`src/rtl/wb_write_merger.sv`:
```
// wb_write_merger
// Write-side front end of the register file. The in-order WB stage and the
// long-latency MDU share one register write port. MDU results wait in a
// small circular FIFO and are written in cycles where the pipeline leaves
// the port idle. The block also reports which ID-stage sources still have a
// queued MDU write, and asks for a pipeline bubble if the queue is starved.
//
// Ports
//   clk, rst                      clock, synchronous active-high reset
//   PipeWriteData/Addr/RegWrite_wb  WB-stage write request (always wins)
//   MduData/MduAddr/MduValid      MDU result offer; MduReady accepts it
//   RsAddr_id/RtAddr_id           ID-stage sources; RsPend/RtPend are hits
//   RegWriteData/Addr/RegWrite_wb merged register-file write port
//   StallReq                      one bubble wanted to drain the FIFO head
//   Count                         FIFO occupancy, 0..DEPTH
module wb_write_merger #(
   parameter int DEPTH        = 4,
   parameter int STARVE_LIMIT = 8
) (
   input  logic                       clk,
   input  logic                       rst,
   input  logic [31:0]                PipeWriteData_wb,
   input  logic [4:0]                 PipeWriteAddr_wb,
   input  logic                       PipeRegWrite_wb,
   input  logic [31:0]                MduData,
   input  logic [4:0]                 MduAddr,
   input  logic                       MduValid,
   output logic                       MduReady,
   input  logic [4:0]                 RsAddr_id,
   input  logic [4:0]                 RtAddr_id,
   output logic                       RsPend,
   output logic                       RtPend,
   output logic [31:0]                RegWriteData_wb,
   output logic [4:0]                 RegWriteAddr_wb,
   output logic                       RegWrite_wb,
   output logic                       StallReq,
   output logic [$clog2(DEPTH):0]     Count
);

   localparam int PW = $clog2(DEPTH);
   localparam int CW = PW + 1;
   localparam int SW = $clog2(STARVE_LIMIT + 1);
   localparam logic [CW-1:0] FULL_C     = CW'(DEPTH);
   localparam logic [CW-1:0] CNT_ONE    = CW'(1);
   localparam logic [PW-1:0] PTR_ONE    = PW'(1);
   localparam logic [SW-1:0] STARVE_MAX = SW'(STARVE_LIMIT);
   localparam logic [SW-1:0] STARVE_PRE = SW'(STARVE_LIMIT - 1);
   localparam logic [SW-1:0] STARVE_ONE = SW'(1);

   logic [DEPTH-1:0] r_live;
   logic [4:0]       r_addr [DEPTH];
   logic [31:0]      r_data [DEPTH];
   logic [PW-1:0]    r_rd_ptr;
   logic [PW-1:0]    r_wr_ptr;
   logic [CW-1:0]    r_count;
   logic [SW-1:0]    r_starve;
   logic             r_stall;

   logic w_pipe_busy;
   logic w_nonempty;
   logic w_head_live;
   logic w_pop;
   logic w_push;
   logic w_live_pop;
   logic w_blocked;

   assign w_pipe_busy = PipeRegWrite_wb && (PipeWriteAddr_wb != 5'd0);
   assign w_nonempty  = (r_count != '0);
   // Gated by rst so a reset cycle never leaks a queued write onto the port.
   assign w_head_live = !rst && w_nonempty && r_live[r_rd_ptr];
   // Dead heads (killed or already drained) retire without using the port.
   assign w_pop       = w_nonempty && (!r_live[r_rd_ptr] || !w_pipe_busy);
   assign w_live_pop  = w_head_live && !w_pipe_busy;
   assign w_blocked   = w_head_live && w_pipe_busy;

   // No credit for a same-cycle pop: keeps MduReady off the port mux path.
   assign MduReady = !rst && (r_count < FULL_C);
   assign w_push   = MduValid && MduReady && (MduAddr != 5'd0);

   always_comb begin
      RegWriteData_wb = PipeWriteData_wb;
      RegWriteAddr_wb = PipeWriteAddr_wb;
      RegWrite_wb     = w_pipe_busy;
      if (!w_pipe_busy && w_head_live) begin
         RegWriteData_wb = r_data[r_rd_ptr];
         RegWriteAddr_wb = r_addr[r_rd_ptr];
         RegWrite_wb     = 1'b1;
      end
   end

   always_comb begin
      RsPend = 1'b0;
      RtPend = 1'b0;
      for (int i = 0; i < DEPTH; i++) begin
         if (r_live[i] && (r_addr[i] == RsAddr_id)) RsPend = 1'b1;
         if (r_live[i] && (r_addr[i] == RtAddr_id)) RtPend = 1'b1;
      end
      if (RsAddr_id == 5'd0) RsPend = 1'b0;
      if (RtAddr_id == 5'd0) RtPend = 1'b0;
   end

   always_ff @(posedge clk) begin
      if (w_push) begin
         r_addr[r_wr_ptr] <= MduAddr;
         r_data[r_wr_ptr] <= MduData;
      end
   end

   always_ff @(posedge clk) begin
      if (rst) begin
         r_live   <= '0;
         r_rd_ptr <= '0;
         r_wr_ptr <= '0;
         r_count  <= '0;
         r_starve <= '0;
         r_stall  <= 1'b0;
      end else begin
         // The pipeline write is younger than anything queued to the same reg.
         for (int i = 0; i < DEPTH; i++) begin
            if (w_pipe_busy && (r_addr[i] == PipeWriteAddr_wb)) r_live[i] <= 1'b0;
         end
         if (w_pop) begin
            r_live[r_rd_ptr] <= 1'b0;
            r_rd_ptr         <= r_rd_ptr + PTR_ONE;
         end
         // Assigned last: a same-cycle push to the killed register is newer.
         if (w_push) begin
            r_live[r_wr_ptr] <= 1'b1;
            r_wr_ptr         <= r_wr_ptr + PTR_ONE;
         end
         case ({w_push, w_pop})
            2'b10:   r_count <= r_count + CNT_ONE;
            2'b01:   r_count <= r_count - CNT_ONE;
            default: r_count <= r_count;
         endcase

         // Emptying also drops the request so a fully killed queue cannot
         // leave StallReq stuck high.
         if (!w_nonempty || w_live_pop) begin
            r_starve <= '0;
            r_stall  <= 1'b0;
         end else if (w_blocked) begin
            if (r_starve != STARVE_MAX) r_starve <= r_starve + STARVE_ONE;
            if (r_starve == STARVE_PRE) r_stall <= 1'b1;
         end
      end
   end

   assign StallReq = r_stall;
   assign Count    = r_count;

endmodule

```
`config.mk`:
```
export PLATFORM = sky130hd
export DESIGN_NAME = wb_write_merger
export DESIGN_NICKNAME = d
export VERILOG_FILES = /design/src/rtl/wb_write_merger.sv
export SDC_FILE = /design/constraint.sdc
export NUM_CORES = 1
export LEC_CHECK = 0
export CORE_MARGIN = 10
export CORE_UTILIZATION = 45
export DETAILED_ROUTE_END_ITERATION = 8
export GPL_TIMING_DRIVEN = 0
export PLACE_DENSITY = 0.72
export SETUP_SLACK_MARGIN = 0.4
export SYNTH_ARGS = -nofsm -noshare
export SYNTH_HDL_FRONTEND = slang
export SYNTH_SLANG_ARGS = --single-unit
```
`constraint.sdc`:
```
create_clock -name clk -period 7.2 [get_ports clk]
set_input_delay 1.44 -clock clk [delete_from_list [all_inputs] [get_ports clk]]
set_output_delay 1.44 -clock clk [all_outputs]
set_load 0.005 [all_outputs]
```
==> results of run 1 <==
-- registers in the layout, summed over array words and instances, names as in the netlist, named ones only --
signal,flops
r_data,128
r_rd_ptr,2
r_addr,20
r_starve,4
r_live,4
StallReq,1
Count,3
r_wr_ptr,2
-- worst max path at each step --
| stage | startpoint | endpoint | slack (ns) | depth (start not counted) |
|---|---|---|---|---|
| finish | rst | RegWriteData_wb[3] | 2.18 | 8 |
| global route | rst | RegWriteData_wb[3] | 2.05 | 8 |
| CTS | rst | RegWriteData_wb[3] | 2.14 | 8 |
| detailed placement | rst | RegWriteData_wb[3] | 2.15 | 8 |
| global placement | rst | RegWriteData_wb[18] | 2.23 | 8 |
| floorplan | PipeWriteAddr_wb[2] | RegWriteData_wb[10] | 2.84 | 7 |
-- layer usage --
layer / GRT usage (%) / part of all wire, %
met1: 18.4 / 40
met2: 27.6 / 54
met3: 3.69 / 4.7
met4: 5.93 / 1.5
met5: 0 / 0
-- where the power goes --
part	internal, mW	switching [mW]
logic	0.328	0.273
registers	1.10	0.0313
clock network	0.477	0.359
total	1.91	0.663
-- cells in the mapped netlist, types with 6 or more instances --
master | n | area (µm²)
sky130_fd_sc_hd__nand4_1 | 6 | 37.5
sky130_fd_sc_hd__clkbuf_1 | 19 | 71.3
sky130_fd_sc_hd__nor4_1 | 8 | 50.1
sky130_fd_sc_hd__ha_1 | 11 | 138
sky130_fd_sc_hd__xnor2_1 | 21 | 184
sky130_fd_sc_hd__edfxtp_1 | 148 | 4440
sky130_fd_sc_hd__nor2_1 | 15 | 56.3
sky130_fd_sc_hd__nor3_1 | 6 | 30.0
sky130_fd_sc_hd__mux4_2 | 38 | 856
sky130_fd_sc_hd__nand3_1 | 11 | 55.1
sky130_fd_sc_hd__inv_1 | 13 | 48.8
sky130_fd_sc_hd__mux2_2 | 7 | 78.8
sky130_fd_sc_hd__xor2_1 | 46 | 403
sky130_fd_sc_hd__nand2_1 | 7 | 26.3
sky130_fd_sc_hd__mux2_4 | 30 | 450
sky130_fd_sc_hd__dfxtp_1 | 18 | 360
-- worst reg2reg max path: cells and delay by family (launching register included) --
| kind | cells | cell delay (ns) |
|---|---|---|
| buffers and inverters | 1 | 0.06 |
| AO/OA/AOI/OAI | 2 | 0.46 |
| AND/OR/NAND/NOR | 1 | 0.32 |
| multiplexers | 1 | 0.61 |
| flip-flops | 1 | 0.44 |
| XOR/XNOR | 1 | 0.16 |
| adder cells (fa/ha/maj) | 2 | 0.61 |
-- kinds of logic after synthesis --
group	Yosys count	share of synthesized area (%)
adder cells (fa/ha/maj)	12	2.06
AND/OR/NAND/NOR	65	4.43
AO/OA/AOI/OAI	18	1.91
XOR/XNOR	67	7.66
buffers and inverters	41	2.97
multiplexers	76	18.2
flip-flops	166	62.7
-- cell type report --
type	count	area [µm²]
fill	1255	6910
sequential	166	4800
tap	220	275
inverter	13	48.8
buffer	28	179
multi-input combinational	238	2630
clock inverter	13	126
timing repair buffer	120	1240
clock buffer	17	425
-- cells in the final DEF, fill, tap and decap left out, types with 2 or more instances in the layout --
| cell type | instances |
|---|---|
| sky130_fd_sc_hd__xor2_1 | 46 |
| sky130_fd_sc_hd__and2_2 | 4 |
| sky130_fd_sc_hd__ha_1 | 11 |
| sky130_fd_sc_hd__nand3_1 | 11 |
| sky130_fd_sc_hd__clkbuf_1 | 19 |
| sky130_fd_sc_hd__nor4_1 | 8 |
| sky130_fd_sc_hd__edfxtp_1 | 148 |
| sky130_fd_sc_hd__nand4_1 | 6 |
| sky130_fd_sc_hd__xnor2_1 | 21 |
| sky130_fd_sc_hd__nor2_1 | 15 |
| sky130_fd_sc_hd__o21ai_0 | 2 |
| sky130_fd_sc_hd__mux4_2 | 38 |
| sky130_fd_sc_hd__buf_12 | 7 |
| sky130_fd_sc_hd__buf_2 | 2 |
| sky130_fd_sc_hd__mux2_4 | 30 |
| sky130_fd_sc_hd__inv_6 | 4 |
| sky130_fd_sc_hd__a41o_1 | 4 |
| sky130_fd_sc_hd__or3_1 | 3 |
| sky130_fd_sc_hd__a21oi_1 | 4 |
| sky130_fd_sc_hd__buf_4 | 2 |
| sky130_fd_sc_hd__nor3_1 | 6 |
| sky130_fd_sc_hd__clkinv_4 | 5 |
| sky130_fd_sc_hd__clkdlybuf4s50_1 | 116 |
| sky130_fd_sc_hd__or4_1 | 2 |
| sky130_fd_sc_hd__buf_6 | 2 |
| sky130_fd_sc_hd__inv_1 | 13 |
| sky130_fd_sc_hd__dfxtp_1 | 18 |
| sky130_fd_sc_hd__o21a_1 | 3 |
| sky130_fd_sc_hd__mux2_2 | 7 |
| sky130_fd_sc_hd__clkinv_2 | 2 |
| sky130_fd_sc_hd__nand2_1 | 7 |
| sky130_fd_sc_hd__clkbuf_16 | 17 |
-- stage by stage --
stage                     hold slack, ns  setup WS [ns]
final                              0.493           2.18
after CTS                          0.500           2.14
after floorplan                    0.465           2.84
after detailed placement           0.480           2.15
after global routing               0.552           2.05
after global placement             0.461           2.23
==> PnR_summary.wiki, run 1 <==
{| class="wikitable"
! Metric !! Value
|-
| Result of the run || finished, final reports clean
|-
| Number of enable flip-flop cells after synthesis || 148
|-
| Number of synthesized register bits || roughly 170
|-
| Top cell family by delay on the critical path || buffers and inverters
|-
| Maximum number of pins on one net before global-route repair || 23
|-
| Final global-route overflow total || 0
|-
| Slew @ Worst Pin || 0.865 ns
|-
| Final design utilization || 58.5%
|-
| Syn_nets || 545
|-
| Worst-case vdd ir drop || 0.175 mV
|-
| Number of hold violations in the final report || 0
|-
| Post-CTS Setup Repair Bufs || 0
|-
| Final setup fails || 0
|-
| Final clock skew || 0.0164 ns
|-
| Placed cell areas || 9180 µm²
|-
| Initial Utilization || 46.0%
|-
| Design area || 9730 µm²
|-
| Cells resized by post-CTS repair || 0
|-
| Net count, final || ~680
|-
| Cell-by-cell trace of the critical path || clkbuf_1 > inv_1 > nand3_1 > nand2b_1 > buf_6 > buf_12 > mux2_4 > clkdlybuf4s50_1
|-
| Leakage power || 3.35 nW
|-
| Total power draw || approximately 2.6 mW
|-
| Average wire length per cell after detail routing || between 20 and 25 µm
|-
| Post-detailed-placement half-perimeter wirelength || 12.7 mm
|-
| Total via count after detailed routing || 4313
|-
| Min-Delay Startpoint || StallReq
|-
| Reg-to-reg critical path startpoint || r_rd_ptr[0]
|-
| Number of cells traversed by the worst register-to-register path || 8
|-
| Worst-case register-to-register setup slack || 4.48 ns
|-
| Portion of the post-synthesis area used by sequential elements || around 63%
|-
| Clock insertion delay at the later pin of the skew report || 0.42 ns
|-
| Hold worst-path end || StallReq
|-
| Clock sink total || 166
|-
| Capturing point of the worst reg2reg path || Count[2]
|-
| Startpoint types || input port
|-
| Height of the die || 150 µm
|-
| Delay of the slowest critical-path stage || 0.48 ns
|-
| X dimension of the die || 150 µm
|-
| FP Rows || 47
|-
| Post-route fraction of the period consumed by the critical path || 69.7%
|-
| F_max || around 200 MHz
|-
| Aggregate global-route resource usage || 15.8%
|-
| Most used flip-flop cell after synthesis || sky130_fd_sc_hd__edfxtp_1
|-
| Number of buffer cells added on primary ports || 116
|-
| Share of final-layout standard cells stronger than drive strength 1 || a little over a fifth
|-
| TritonCTS clock tree || done
|-
| Cell with the largest stage delay on the worst path || sky130_fd_sc_hd__clkdlybuf4s50_1
|-
| Async SR Flop Fraction || 0%
|-
| Hold Crit Depth || 2
|-
| Root buf cell || sky130_fd_sc_hd__clkbuf_16
|-
| Initial antenna violation count || 1
|-
| Synth-to-Final Area Change || 27.1%
|-
| Class of the tightest hold or removal check || reg -> reg
|-
| Floorplan die area || 22600 µm²
|-
| Crit path arrival time || roughly 3.6 ns
|-
| Length of the first detailed-routing pass in iterations || 4
|-
| Combined area of all synthesized cells || ~7700 µm²
|-
| Crit path buffers/inverters || 5
|-
| Antenna cells || 0
|-
| Post-Place Cells || between 700 and 800
|-
| Cell area power density || 264 nW/µm²
|-
| Final std cells w/o fill || 815
|-
| Final Slew Violations || 0
|-
| Maximum fanout count along the critical path || 10
|-
| Worst Setup End Kind || output pin
|-
| Via-per-instance ratio || 5.29
|-
| Vias in the first global route || approximately 4800
|-
| Last weighted congestion value of the routability-driven placer || 0.869
|-
| Number of DRC markers after the initial detailed-route iteration || ~220
|-
| Number of buffers inserted during clock tree synthesis || 17
|-
| Area of the core || between 15000 and 20000 µm²
|-
| Normalized max-slew margin || 42.3%
|-
| Number of different library cells in the post-synthesis netlist || 37
|-
| TNS Setup || 0 ns
|-
| I/O pin total || 133
|-
| Hold_buf cts || 0
|-
| Maximum count of clock buffers along a single path || 2
|-
| Register clock-pin slew on the reported worst setup and hold paths || 0.06 ns
|-
| Max Cap Violations || 0
|-
| Required time of the critical path || 5.76 ns
|-
| WS Path Type || in -> out
|-
| DRC violation count after routing || 0
|-
| Post-detailed-route count of antenna-violating nets || 0
|-
| Yosys Warn Count || 0
|-
| WL final || about 17 mm
|-
| First-pass GRT wire length || about 27 mm
|-
| Deepest level of the CTS H-tree || 4
|-
| Synthesized area per cell || 17.2 µm²
|-
| Gate Count Post-Synth || 445
|-
| Crit path time final || 5.02 ns
|-
| RSZ-0062 raised after global routing || no
|}
(Power assumes the default switching activity.)
==> run 2: changes to the inputs <==
--- a/config.mk
+++ b/config.mk
@@ -9,7 +9,7 @@
 export CORE_UTILIZATION = 45
 export DETAILED_ROUTE_END_ITERATION = 8
 export GPL_TIMING_DRIVEN = 0
-export PLACE_DENSITY = 0.72
+export PLACE_DENSITY = 0.74
 export SETUP_SLACK_MARGIN = 0.4
 export SYNTH_ARGS = -nofsm -noshare
 export SYNTH_HDL_FRONTEND = slang
==> constraint.sdc (replaced) <==
create_clock -name clk -period 4.1 [get_ports clk]
set_input_delay 0.82 -clock clk [delete_from_list [all_inputs] [get_ports clk]]
set_output_delay 0.82 -clock clk [all_outputs]
set_load 0.005 [all_outputs]
==> PnR_summary.wiki, run 2 (synthesized netlist as in run 1, its figures left out) <==
{| class="wikitable"
! Metric !! Value
|-
| Result of the run || finished, final reports clean
|-
| Net count, final || 689 (+0.73%)
|-
| Share of final-layout standard cells stronger than drive strength 1 || 22.4% (+1.4 points)
|-
| Cell area power density || 468 nW/µm² (+77%)
|-
| Min-Delay Startpoint || StallReq
|-
| F_max || 271 MHz
|-
| RSZ-0062 raised after global routing || yes
|-
| Design area || 9900 µm² (+1.7%)
|-
| Post-Place Cells || 785 (unchanged)
|-
| X dimension of the die || 150 µm (unchanged)
|-
| Initial antenna violation count || 0 (-1)
|-
| Fillers || 1216 (-3.1%)
|-
| Initial Utilization || 46.0% (unchanged)
|-
| Post-route fraction of the period consumed by the critical path || 89.9%
|-
| Worst-case vdd ir drop || 0.522 mV (+200%)
|-
| Length of the first detailed-routing pass in iterations || 5 (+1)
|-
| Number of hold violations in the final report || 0 (unchanged)
|-
| Post-placement worst setup slack || 0.346 ns (-1.80 ns)
|-
| Maximum fanout count along the critical path || 10 (unchanged)
|-
| Average wire length per cell after detail routing || 21.4 µm (+1.1%)
|-
| Registers with the most flip-flops || r_data x128, r_addr x20
|-
| Normalized max-slew margin || 56.3% (+14 points)
|-
| Number of DRC markers after the initial detailed-route iteration || 286 (+28%)
|-
| Leakage power || 3.64 nW (+8.5%)
|-
| Post-detailed-route count of antenna-violating nets || 0 (unchanged)
|-
| Register with the most flip-flops || r_data
|-
| WS Path Type || in -> out
|-
| Slew @ Worst Pin || 0.655 ns (-0.210 ns)
|-
| Cell-by-cell trace of the critical path || clkbuf_4 > or4_4 > o21ai_4 > nand2b_1 > buf_12 > buf_12 > mux2_4 > clkdlybuf4s50_1
|-
| DRC violation count after routing || 0 (unchanged)
|-
| Delay of the slowest critical-path stage || 0.53 ns (+0.05 ns)
|-
| First-pass GRT wire length || 27.0 mm (-0.18%)
|-
| Maximum count of clock buffers along a single path || 2 (unchanged)
|-
| Top cell family by delay on the critical path || buffers and inverters
|-
| Cell with the largest stage delay on the worst path || sky130_fd_sc_hd__or4_4
|-
| Root buf cell || sky130_fd_sc_hd__clkbuf_16
|-
| Last weighted congestion value of the routability-driven placer || 0.852 (-2.0%)
|-
| Synth-to-Final Area Change || 29.3%
|-
| Total via count after detailed routing || 4307 (-0.14%)
|-
| Most common cell after layout, fill and taps aside || sky130_fd_sc_hd__edfxtp_1
|-
| Deepest level of the CTS H-tree || 4 (unchanged)
|-
| TritonCTS clock tree || done
|-
| Required time of the critical path || 3.28 ns (-2.48 ns)
|-
| Post-detailed-placement half-perimeter wirelength || 12.5 mm (-0.88%)
|-
| Worst Setup End Kind || output pin
|-
| Clock insertion delay at the later pin of the skew report || 0.42 ns (about the same)
|-
| Vias in the first global route || 4797 (+0.48%)
|-
| Crit path time final || 3.69 ns
|-
| Height of the die || 150 µm (unchanged)
|-
| Reg-to-reg critical path startpoint || r_rd_ptr[0]
|-
| Antenna cells || 0 (unchanged)
|-
| Crit path buffers/inverters || 4 (-1)
|-
| Register clock-pin slew on the reported worst setup and hold paths || 0.06 ns (about the same)
|-
| Cell type with the highest occurrence count on the critical path || sky130_fd_sc_hd__buf_12
|-
| Number of buffer cells added on primary ports || 116 (unchanged)
|-
| Number of flip-flops in the largest register || 128 (unchanged)
|-
| Class of the tightest hold or removal check || reg -> reg
|-
| Final std cells w/o fill || 822 (+0.86%)
|-
| Final global-route overflow total || 0 (unchanged)
|-
| Commonest non-fill, non-tap cells in the layout || sky130_fd_sc_hd__edfxtp_1 (148), sky130_fd_sc_hd__clkdlybuf4s50_1 (88), sky130_fd_sc_hd__xor2_1 (46)
|-
| Area of the core || 16600 µm² (unchanged)
|-
| Hold_buf cts || 0 (unchanged)
|-
| Placed cell areas || 9190 µm² (about the same)
|-
| Final setup fails || 0 (unchanged)
|-
| Max Cap Violations || 0 (unchanged)
|-
| Via-per-instance ratio || 5.24 (-0.99%)
|-
| Maximum number of pins on one net before global-route repair || 23 (unchanged)
|-
| Floorplan die area || 22600 µm² (unchanged)
|-
| Number of buffers inserted during clock tree synthesis || 17 (unchanged)
|-
| I/O pin total || 133 (unchanged)
|-
| WL final || 17.6 mm (+1.9%)
|-
| TNS Setup || 0 ns (unchanged)
|-
| Final Slew Violations || 0 (unchanged)
|-
| Critical Path Start || PipeWriteAddr_wb[3]
|-
| FP Rows || 47 (unchanged)
|-
| Clock sink total || 166 (unchanged)
|-
| Aggregate global-route resource usage || 15.7% (-0.024 points)
|-
| Startpoint types || input port
|-
| Crit path arrival time || 2.87 ns (-0.71 ns)
|-
| Worst setup margin || 0.412 ns (-1.77 ns)
|-
| Final clock skew || 0.00977 ns (-0.00664 ns)
|}
run 2: worst min-delay path: stages, from the launching register on:
cell,delay [ns]
sky130_fd_sc_hd__dfxtp_1,0.33
sky130_fd_sc_hd__a41oi_1,0.05
sky130_fd_sc_hd__nor2_1,0.07
run 2: report_power, final:
part | switching (mW) | total (mW) | internal, mW
sequential | 0.0521 | 1.99 | 1.94
clock | 0.617 | 1.57 | 0.957
combinational | 0.493 | 1.07 | 0.581
total | 1.16 | 4.64 | 3.47
run 2: path summary, 6_finish.rpt:
path	slack (ns)	to	depth (start not counted)
worst max register to register	1.36	Count[2]	9
worst min register to register	0.47	StallReq	2
worst min-delay path	0.47	StallReq	2
worst max-delay path	0.41	RegWriteData_wb[11]	8
run 2: area by class of cell:
type	count	area [µm²]	area share, %
sequential	166	4810	48.5
multi-input combinational	238	2640	26.7
timing repair buffer	125	1340	13.5
clock buffer	20	437	4.41
tap	220	275	2.78
buffer	28	198	2.00
clock inverter	12	153	1.54
inverter	13	48.8	0.493
run 2: routing by layer:
layer / part of all wire, % / track usage, % / vias to the layer above
met2: 52 / 27.1 / 115
met3: 6.0 / 3.96 / 13
li1: - / - / 2005
met5: 0 / 0 / -
met1: 40 / 18.8 / 2174
met4: 1.1 / 5.49 / 0
run 2: through the flow:
stage               total power, mW  hold slack (ns)  utilization [%]
finish                         4.64            0.475             59.5
CTS                            4.68            0.482             58.9
detailed placement             3.10            0.463             55.2
global route                   4.84            0.512             59.5
global placement               3.06            0.463             54.6
floorplan                      2.71            0.465                -
run 2: repair_timing:
action	4_1_cts	5_1_grt
gates resized for setup	12	29
gates cloned	0	0
endpoints found under the setup margin	37	26
setup buffers	1	4
